===== config.mk =====
export PLATFORM = sky130hd
export DESIGN_NAME = byte_striping_tx
export DESIGN_NICKNAME = d
export VERILOG_FILES = /design/src/rtl/byte_striping_pkg.sv /design/src/rtl/byte_striping_tx_lane_hold_timer.sv /design/src/rtl/byte_striping_tx.sv
export SDC_FILE = /design/constraint.sdc
export NUM_CORES = 1
export LEC_CHECK = 0
export BUFFER_PORTS_ARGS = -buffer_cell sky130_fd_sc_hd__clkbuf_2
export CAP_MARGIN = 5
export CORE_UTILIZATION = 30
export CTS_CLUSTER_DIAMETER = 200
export CTS_CLUSTER_SIZE = 25
export DETAILED_ROUTE_END_ITERATION = 12
export PLACE_DENSITY = 0.53
export RECOVER_POWER = 100
export SETUP_SLACK_MARGIN = 0.3
export SLEW_MARGIN = 20
export SYNTH_ARGS = -nofsm -noshare
export SYNTH_HDL_FRONTEND = slang
export SYNTH_SLANG_ARGS = --single-unit
export TNS_END_PERCENT = 1

===== constraint.sdc =====
create_clock -name clk_2f -period 1.82 [get_ports clk_2f]
set_input_delay 0.091 -clock clk_2f [delete_from_list [all_inputs] [get_ports clk_2f]]
set_output_delay 0.091 -clock clk_2f [all_outputs]
set_load 0.05 [all_outputs]

===== src/rtl/byte_striping_pkg.sv =====
// Shared definitions for the byte striping transmit/receive pair:
// state encoding, default widths and small counter helpers.
package byte_striping_pkg;

    // Pairing state: IDLE has no pending word, HALF holds the even word.
    typedef enum logic {
        IDLE = 1'b0,
        HALF = 1'b1
    } state_e;

    localparam int WIDTH_DEF     = 32;
    localparam int FLUSH_CYC_DEF = 4;

    // Flush counter width; the counter saturates at its maximum.
    localparam int FLUSH_CNT_W = 4;

    // Counter value at which the next idle cycle triggers a flush.
    // Out-of-range settings are clamped into the legal 1..15 window.
    function automatic logic [3:0] flush_limit(input int cyc);
        logic [3:0] lim;
        if (cyc <= 1) begin
            lim = 4'd0;
        end else if (cyc >= 15) begin
            lim = 4'd14;
        end else begin
            lim = 4'(cyc - 1);
        end
        return lim;
    endfunction

    // Saturating increment for the 4-bit flush counter.
    function automatic logic [3:0] sat_inc4(input logic [3:0] val);
        logic [3:0] res;
        if (val == 4'hF) begin
            res = val;
        end else begin
            res = val + 4'd1;
        end
        return res;
    endfunction

endpackage


===== src/rtl/byte_striping_tx_lane_hold_timer.sv =====
// Presentation timer for the striped lanes: every load raises the lane
// valids for exactly two clk_2f cycles, and a load landing on the second
// cycle of a previous window restarts the window with no valid gap.
module lane_hold_timer (
    input  logic clk_i,
    input  logic reset_i,
    input  logic load_pair_i,
    input  logic load_single_i,
    output logic valid_0_o,
    output logic valid_1_o
);

    // Cycles left in the current window after the present one.
    logic [1:0] pres_q;
    logic [1:0] pres_d;
    logic       valid_0_q;
    logic       valid_0_d;
    logic       valid_1_q;
    logic       valid_1_d;

    // Next-state: a load opens a fresh window, otherwise count it down.
    always_comb begin
        pres_d    = pres_q;
        valid_0_d = valid_0_q;
        valid_1_d = valid_1_q;
        if (load_pair_i) begin
            pres_d    = 2'd1;
            valid_0_d = 1'b1;
            valid_1_d = 1'b1;
        end else if (load_single_i) begin
            pres_d    = 2'd1;
            valid_0_d = 1'b1;
            valid_1_d = 1'b0;
        end else if (pres_q != 2'd0) begin
            pres_d    = pres_q - 2'd1;
            valid_0_d = valid_0_q;
            valid_1_d = valid_1_q;
        end else begin
            pres_d    = 2'd0;
            valid_0_d = 1'b0;
            valid_1_d = 1'b0;
        end
    end

    // Window registers with synchronous reset.
    always_ff @(posedge clk_i) begin
        if (reset_i) begin
            pres_q    <= 2'd0;
            valid_0_q <= 1'b0;
            valid_1_q <= 1'b0;
        end else begin
            pres_q    <= pres_d;
            valid_0_q <= valid_0_d;
            valid_1_q <= valid_1_d;
        end
    end

    assign valid_0_o = valid_0_q;
    assign valid_1_o = valid_1_q;

endmodule


===== src/rtl/byte_striping_tx.sv =====
// Byte striping transmitter: pairs consecutive input words onto two
// half-rate lanes (even word on lane0, odd word on lane1). A lone even
// word is flushed onto lane0 after FLUSH_CYC idle cycles.
module byte_striping_tx
    import byte_striping_pkg::*;
#(
    parameter int WIDTH     = WIDTH_DEF,
    parameter int FLUSH_CYC = FLUSH_CYC_DEF
) (
    input  logic             clk_2f,
    input  logic             reset,
    input  logic [WIDTH-1:0] data_in,
    input  logic             valid_in,
    output logic [WIDTH-1:0] lane0,
    output logic [WIDTH-1:0] lane1,
    output logic             valid_0,
    output logic             valid_1
);

    localparam logic [FLUSH_CNT_W-1:0] FLUSH_LIM = flush_limit(FLUSH_CYC);

    state_e                 state_q;
    state_e                 state_d;
    logic [WIDTH-1:0]       hold_q;
    logic [WIDTH-1:0]       hold_d;
    logic [FLUSH_CNT_W-1:0] flush_q;
    logic [FLUSH_CNT_W-1:0] flush_d;
    logic [WIDTH-1:0]       lane0_q;
    logic [WIDTH-1:0]       lane0_d;
    logic [WIDTH-1:0]       lane1_q;
    logic [WIDTH-1:0]       lane1_d;
    logic                   load_pair_s;
    logic                   load_flush_s;

    // Pairing decisions: capture the even word, complete a pair, or flush.
    always_comb begin
        state_d      = state_q;
        hold_d       = hold_q;
        flush_d      = flush_q;
        lane0_d      = lane0_q;
        lane1_d      = lane1_q;
        load_pair_s  = 1'b0;
        load_flush_s = 1'b0;
        case (state_q)
            IDLE: begin
                if (valid_in) begin
                    hold_d  = data_in;
                    flush_d = '0;
                    state_d = HALF;
                end else begin
                    flush_d = '0;
                    state_d = IDLE;
                end
            end
            HALF: begin
                if (valid_in) begin
                    // Pair completion takes priority over a due flush.
                    lane0_d     = hold_q;
                    lane1_d     = data_in;
                    load_pair_s = 1'b1;
                    flush_d     = '0;
                    state_d     = IDLE;
                end else if (flush_q == FLUSH_LIM) begin
                    // Lone word goes out on lane0; lane1 keeps its value,
                    // and the next word realigns to the even lane.
                    lane0_d      = hold_q;
                    load_flush_s = 1'b1;
                    flush_d      = '0;
                    state_d      = IDLE;
                end else begin
                    flush_d = sat_inc4(flush_q);
                    state_d = HALF;
                end
            end
            default: begin
                flush_d = '0;
                state_d = IDLE;
            end
        endcase
    end

    // State, holding register, flush counter and lane data registers.
    always_ff @(posedge clk_2f) begin
        if (reset) begin
            state_q <= IDLE;
            hold_q  <= '0;
            flush_q <= '0;
            lane0_q <= '0;
            lane1_q <= '0;
        end else begin
            state_q <= state_d;
            hold_q  <= hold_d;
            flush_q <= flush_d;
            lane0_q <= lane0_d;
            lane1_q <= lane1_d;
        end
    end

    lane_hold_timer u_timer (
        .clk_i         (clk_2f),
        .reset_i       (reset),
        .load_pair_i   (load_pair_s),
        .load_single_i (load_flush_s),
        .valid_0_o     (valid_0),
        .valid_1_o     (valid_1)
    );

    assign lane0 = lane0_q;
    assign lane1 = lane1_q;

endmodule


==> flow_summary.toml, run 1 <==
[worst_setup_path]
critPathRequiredTime_ps = 2090
ff2ff_setup_slack_ps = 340
criticalPathCategory = "flop to flop"
r2r_cells = 4
crit_fanout = 24
crit_arrival_ps = 1750
end_kind = "flop"
start_kind = "flop"
timing.rr.start = "flush_q[0]$_SDFFE_PP0P_"
worstReg2RegEnd = "lane0[22]$_SDFFE_PP0P_"

[placement]
dp_hpwl_um = 6651
place_congestion = 0.7020
place_inst = 713
place_area_um2 = 4706
io_buffer_count = 100
dp_slack_ps = 316.1

[status]
status = "finished clean"

[sta]
post-route-period-util_pct = 81.24
holdWs_ps = 18.94
rsz0062_at_grt = "yes"
maxSlewHeadroom_pct = 51.64
timing.final.crit_period_ps = 1479
max_freq_ghz = 0.6763
finalSetupViolCount = 0
fin_tns_setup_ps = 0
hold_violations = 0
tightest_slew_ps = 725.3
finClkSkew_ps = 7.381
fin_ws_ps = 341.4
slew_viol_final = 0

[synth]
ys_top_cells_by_area = "dfxtp_1 (52%), nand2_1 (12%), nand2b_1 (10%)"
synthDistinctLibCells = 28
syn_nets = 502
synth_seq_cells = 105
synth_flop_cell = "dfxtp_1"
synth_area_um2 = 4034
avgSynthCellArea_um2 = 8.694
synthCells = 464
async_reset_ff_share_pct = 0
yosysTopAreaCell = "dfxtp_1"
synth-edff-count = 0
yosys_warnings = 0
synth_seq_area_share_pct = 52.11
netlist.area_leader.share_pct = 52.11

[pwr]
power_per_cell_area_nw_per_um2 = 989.1
power_frac_comb_pct = 10.7
p_int_mw = 3.976
switchingPower_mw = 1.247
p_leak_nw = 1.925
peakVddDrop_v = 0.0005869
total_power_mw = 5.222
power_frac_seq_pct = 46.4
swShare_pct = 23.87
clkPwrFrac_pct = 42.8

[detailed_routing]
drtPass1Iterations = 4
final_antenna_net_count = 0
drt_iter0_drc = 148
vias_per_cell = 4.397
vias = 3342
routed_wl_um = 9800
route.detailed.drc = 0
wire_per_inst_um = 12.89

[finish]
multi_input_area_um2 = 1759
fin_cells = 760
final_util_pct = 41.01
area_growth_pct = 30.89
drive_gt1_share_pct = 11.05
regArea_um2 = 2102
nets = 621
num_antenna_cells = 0
final_cell_area_um2 = 5280
fill_cells = 1343

[floorplanning]
design.portCount = 101
dieArea_um2 = 13910
die_h_um = 118.0
start_util_pct = 31.33
coreArea_um2 = 12880
row_count = 41
die_w_um = 118.0

[worst_hold_path]
hold_start = "data_in[28]"
hold_end = "hold_q[28]$_SDFFE_PP0P_"
hp-class = "primary input to flop"
worstHoldPathCells = 3

[clocking]
htreeDepth = 3
cts_buffers = 9
cts.sinks = 105
path_clk_slew_ps = 70
cts_tree = "done"
ctsLongestPathBuffers = 2
clk_latency_ps = 340
cts-root-buf = "clkbuf_16"

[global_route]
grt_pass1_vias = 3224
use_met3_pct = 4.457
overflow = 0
grt_util_met2_pct = 24.78
grt_first_pass_wirelength_um = 16180
grt_usage_pct = 14.53
met1_usage_pct = 17.47
antenna_found_initial = 0
grt_max_degree = 47
grt_most_used_layer = "met2"

[flow_run]
max_cap_viol_count = 0
repair_timing:
item,in CTS,in global routing
hold buffers,31,0
endpoints found under the setup margin,0,33
setup buffers,0,0
hold endpoints to repair,59,0
gates resized for setup,0,2
layer usage:
metal  vias to the layer above  wire, um  share of wire, %
met3                         9       480               4.9
met2                        73      4680                48
met4                         0       116               1.2
li1                       1729         -                 -
met5                         -         0                 0
met1                      1531      4521                46
registers in the layout, summed over array words and instances (netlist names):
register / cells
flush_q: 4
lane1: 32
u_timer.valid_0_o: 1
u_timer.valid_1_o: 1
hold_q: 32
lane0: 32
u_timer.pres_q: 2
state_q: 1
how the worst max path moves through the flow:
stage               cells past startpoint  slack, ps                      to               startpoint
finish                                  4        340  lane0[22]$_SDFFE_PP0P_  flush_q[0]$_SDFFE_PP0P_
global route                            4        180  lane0[25]$_SDFFE_PP0P_  flush_q[0]$_SDFFE_PP0P_
CTS                                     4        300  lane0[20]$_SDFFE_PP0P_  flush_q[0]$_SDFFE_PP0P_
detailed placement                      4        320  lane0[18]$_SDFFE_PP0P_  flush_q[0]$_SDFFE_PP0P_
global placement                        4        410  lane0[21]$_SDFFE_PP0P_  flush_q[0]$_SDFFE_PP0P_
floorplan                               6        370   lane0[0]$_SDFFE_PP0P_  flush_q[0]$_SDFFE_PP0P_
synthesized netlist by cell type (all sizes together) (2+ instances only):
library cell	instances
ha	3
buf	7
a21oi	66
nand3	2
inv	3
clkbuf	28
nand2	129
nand2b	66
nor2b	2
nor2	5
dfxtp	105
mux2i	34
o21ba	2
power groups by stage:
| stage | registers (mW) | logic [mW] | clock network, mW |
|---|---|---|---|
| after detailed placement | 2.48 | 0.526 | 0 |
| final | 2.43 | 0.561 | 2.24 |
| after CTS | 2.43 | 0.580 | 2.30 |
| after global placement | 2.48 | 0.520 | 0 |
| after floorplan | 2.60 | 0.242 | 0 |
| after global routing | 2.44 | 0.613 | 2.39 |
cells in the final DEF (no fill, tap or decap), types with 5 or more instances in the layout:
cell,count
a21oi_1,66
buf_4,9
clkbuf_1,68
clkbuf_16,9
clkbuf_2,34
dfxtp_1,105
dlygate4sd3_1,31
mux2i_1,34
nand2_1,129
nand2b_1,66
nor2_1,5
final cells by class:
| cell class | instances | share of cell area [%] |
|---|---|---|
| inverters | 3 | 0.2133 |
| well taps | 172 | 4.076 |
| clock buffers | 12 | 4.668 |
| repair buffers | 143 | 16.04 |
| clock inverters | 4 | 1.872 |
| flip-flops and latches | 105 | 39.81 |
| multi-input cells | 321 | 33.32 |
logic make-up (layout without fill, tap and decap cells):
kind of cell | count (synthesis) | count (layout) | synth area share [%]
multiplexers | 34 | 34 | 8.437
flip-flops | 105 | 105 | 52.11
AND/OR/NAND/NOR | 209 | 209 | 24.26
adder cells (fa/ha/maj) | 3 | 3 | 0.9306
buffers and inverters | 38 | 162 | 4.342
AO/OA/AOI/OAI | 75 | 75 | 9.926
worst max-delay path: stages, from the launching register on:
cell     delay [ps]
dfxtp_1         410
ha_1            320
a31o_2          240
buf_12          210
mux2i_1         210
Note: power is estimated with default switching activity, not from simulation.
==> run 2, diff against run 1 <==
Settings changed: ABC_AREA set to 1, PLACE_DENSITY 0.53 to 0.55.
Clock period 1.82 ns to 1.2 ns, I/O delays scaled along.
==> flow_summary.toml, run 2 <==
[status]
status = "finished, violations left"
violations = "negative hold slack"

[synth]
synth_flop_cell = "dfxtp_1"
synthCells = 513
synth_seq_cells = 105
syn_nets = 551
async_reset_ff_share_pct = 0
yosysTopAreaCell = "dfxtp_1"
avgSynthCellArea_um2 = 7.907
netlist.area_leader.share_pct = 51.82
synthDistinctLibCells = 20
synth_seq_area_share_pct = 51.82
yosys_warnings = 0
synth_area_um2 = 4056
synth.most_common_cell = "dfxtp_1"
synth-edff-count = 0
synthTopCellsByCount = "dfxtp_1 (105), nor2_1 (99), a21oi_1 (69), o21ai_0 (64), nand2_1 (50)"
ys_top_cells_by_area = "dfxtp_1 (52%), nor2_1 (9.2%), a21oi_1 (8.5%)"

[worst_setup_path]
cp_slowest_cell = "dfxtp_4"
r2r_cells = 7
crit_arrival_ps = 1430
cpPeakStageDelay_ps = 360
end_kind = "flop"
criticalPathCategory = "flop to flop"
start_kind = "flop"
crit_family = "simple AND/OR/NAND/NOR gates"
worstReg2RegEnd = "lane0[0]$_SDFFE_PP0P_"
cp_cell_sequence = "nor2_4 -> nand2_8 -> nand2_8 -> clkbuf_16 -> nand3_2 -> nand2_1 -> nor2_1"
crit_fanout = 7
critPathRequiredTime_ps = 1430
timing.rr.start = "flush_q[3]$_SDFFE_PP0P_"
crit_buf_inv = 1
cpMostUsedCell = "nand2_8"
ff2ff_setup_slack_ps = 7

[floorplanning]
dieArea_um2 = 13990
die_h_um = 118.3
row_count = 42
start_util_pct = 30.75
coreArea_um2 = 13190
design.portCount = 101
die_w_um = 118.3

[pwr]
power_frac_seq_pct = 43.7
switchingPower_mw = 2.438
swShare_pct = 27.60
p_leak_nw = 2.721
power_per_cell_area_nw_per_um2 = 1346
clkPwrFrac_pct = 35.7
power_frac_comb_pct = 20.6
total_power_mw = 8.832
peakVddDrop_v = 0.0005934
p_int_mw = 6.394

[placement]
dp_slack_ps = -58.22
dp_hpwl_um = 6401
place_inst = 768
place_congestion = 0.7717
place_area_um2 = 4781
io_buffer_count = 100

[detailed_routing]
drt_iter0_drc = 208
wire_per_inst_um = 13.70
vias_per_cell = 4.537
vias = 3707
route.detailed.drc = 0
final_antenna_net_count = 0
drtPass1Iterations = 4
routed_wl_um = 11200

[global_route]
grt_pass1_vias = 3576
overflow = 0
grt_first_pass_wirelength_um = 17390
antenna_found_initial = 0
grt_max_degree = 54
grt_usage_pct = 15.58

[finish]
fin_cells = 817
fill_cells = 1216
num_antenna_cells = 0
nets = 674
final_util_pct = 49.74
drive_gt1_share_pct = 42.28
area_growth_pct = 61.75
final_cell_mix = "nor2_1 (98), dfxtp_2 (64), clkbuf_2 (62), o21ai_0 (56), a21oi_1 (51)"
final_cell_area_um2 = 6561
layout_commonest_cell = "nor2_1"

[sta]
finClkSkew_ps = 8.887
fin_tns_setup_ps = 0
hold_violations = 2
max_freq_ghz = 0.8380
slew_viol_final = 0
tightest_slew_ps = 366.4
rsz0062_at_grt = "yes"
post-route-period-util_pct = 99.45
maxSlewHeadroom_pct = 75.54
fin_ws_ps = 6.643
timing.final.crit_period_ps = 1193
finalSetupViolCount = 0
holdWs_ps = -8.746

[clocking]
ctsLongestPathBuffers = 2
cts.sinks = 105
clk_latency_ps = 340
cts-root-buf = "clkbuf_16"
path_clk_slew_ps = 70
htreeDepth = 3
cts_buffers = 9
cts_tree = "done"

[worst_hold_path]
hp-class = "primary input to flop"
hold_end = "lane1[9]$_SDFFE_PP0P_"
worstHoldPathCells = 3
hold_start = "data_in[9]"

[flow_run]
max_cap_viol_count = 0
-- run 2: what timing repair did --
| item | CTS | global route |
|---|---|---|
| buffers inserted | 0 | 3 |
| gates resized for setup | 262 | 71 |
| pin swaps | 9 | 17 |
| hold buffers | 19 | 0 |
| hold endpoints to repair | 22 | 0 |
| setup endpoints to repair | 171 | 171 |
| cloned | 3 | 8 |
-- run 2: tightest hold or removal path, stage by stage --
cell and delay, ps:
clkbuf_2 90, o21ai_1 70, nor2_1 80
-- run 2: worst max-delay path by stage --
stage | start | to | cells past startpoint
after floorplan | flush_q[1]$_SDFFE_PP0P_ | lane0[0]$_SDFFE_PP0P_ | 8
after global placement | state_q$_SDFF_PP0_ | flush_q[0]$_SDFFE_PP0P_ | 5
after detailed placement | state_q$_SDFF_PP0_ | lane1[27]$_SDFFE_PP0P_ | 4
after CTS | flush_q[1]$_SDFFE_PP0P_ | lane0[9]$_SDFFE_PP0P_ | 7
after global routing | flush_q[3]$_SDFFE_PP0P_ | lane0[24]$_SDFFE_PP0P_ | 7
final | flush_q[3]$_SDFFE_PP0P_ | lane0[0]$_SDFFE_PP0P_ | 7
-- run 2: layout make-up --
cell class              instances  area (um^2)  share of cell area [%]
clock buffers                  12        246.5                   3.757
clock inverters                 4        73.82                   1.125
inverters                      44        172.7                   2.632
multi-input cells             328         1779                   27.12
flip-flops and latches        105         2193                   33.43
well taps                     176        220.2                   3.356
repair buffers                148         1876                   28.59
-- run 2: logic make-up (layout without fill, tap and decap cells) --
family	count (synthesis)	count (layout)	share of synthesized area (%)
adders and majority gates	3	3	0.9255
buffers and inverters	81	208	9.254
DFF	105	105	51.82
AOI/OAI and AO/OA	137	137	16.96
and+or+nand+nor	187	188	21.04
-- run 2: power by group through the flow --
| stage | sequential, mW | clock, mW | combinational [mW] |
|---|---|---|---|
| floorplan | 4.30 | 0 | 0.577 |
| global placement | 3.87 | 0 | 1.33 |
| detailed placement | 3.88 | 0 | 1.35 |
| CTS | 3.86 | 3.24 | 1.78 |
| global route | 3.88 | 3.39 | 1.96 |
| finish | 3.86 | 3.16 | 1.82 |
-- run 2: per-layer routing --
| metal | track usage (%) | share of wire, % |
|---|---|---|
| met1 | 19.22 | 45 |
| met5 | 0 | 0 |
| met3 | 3.427 | 3.7 |
| met4 | 6.490 | 1.8 |
| met2 | 26.10 | 49 |
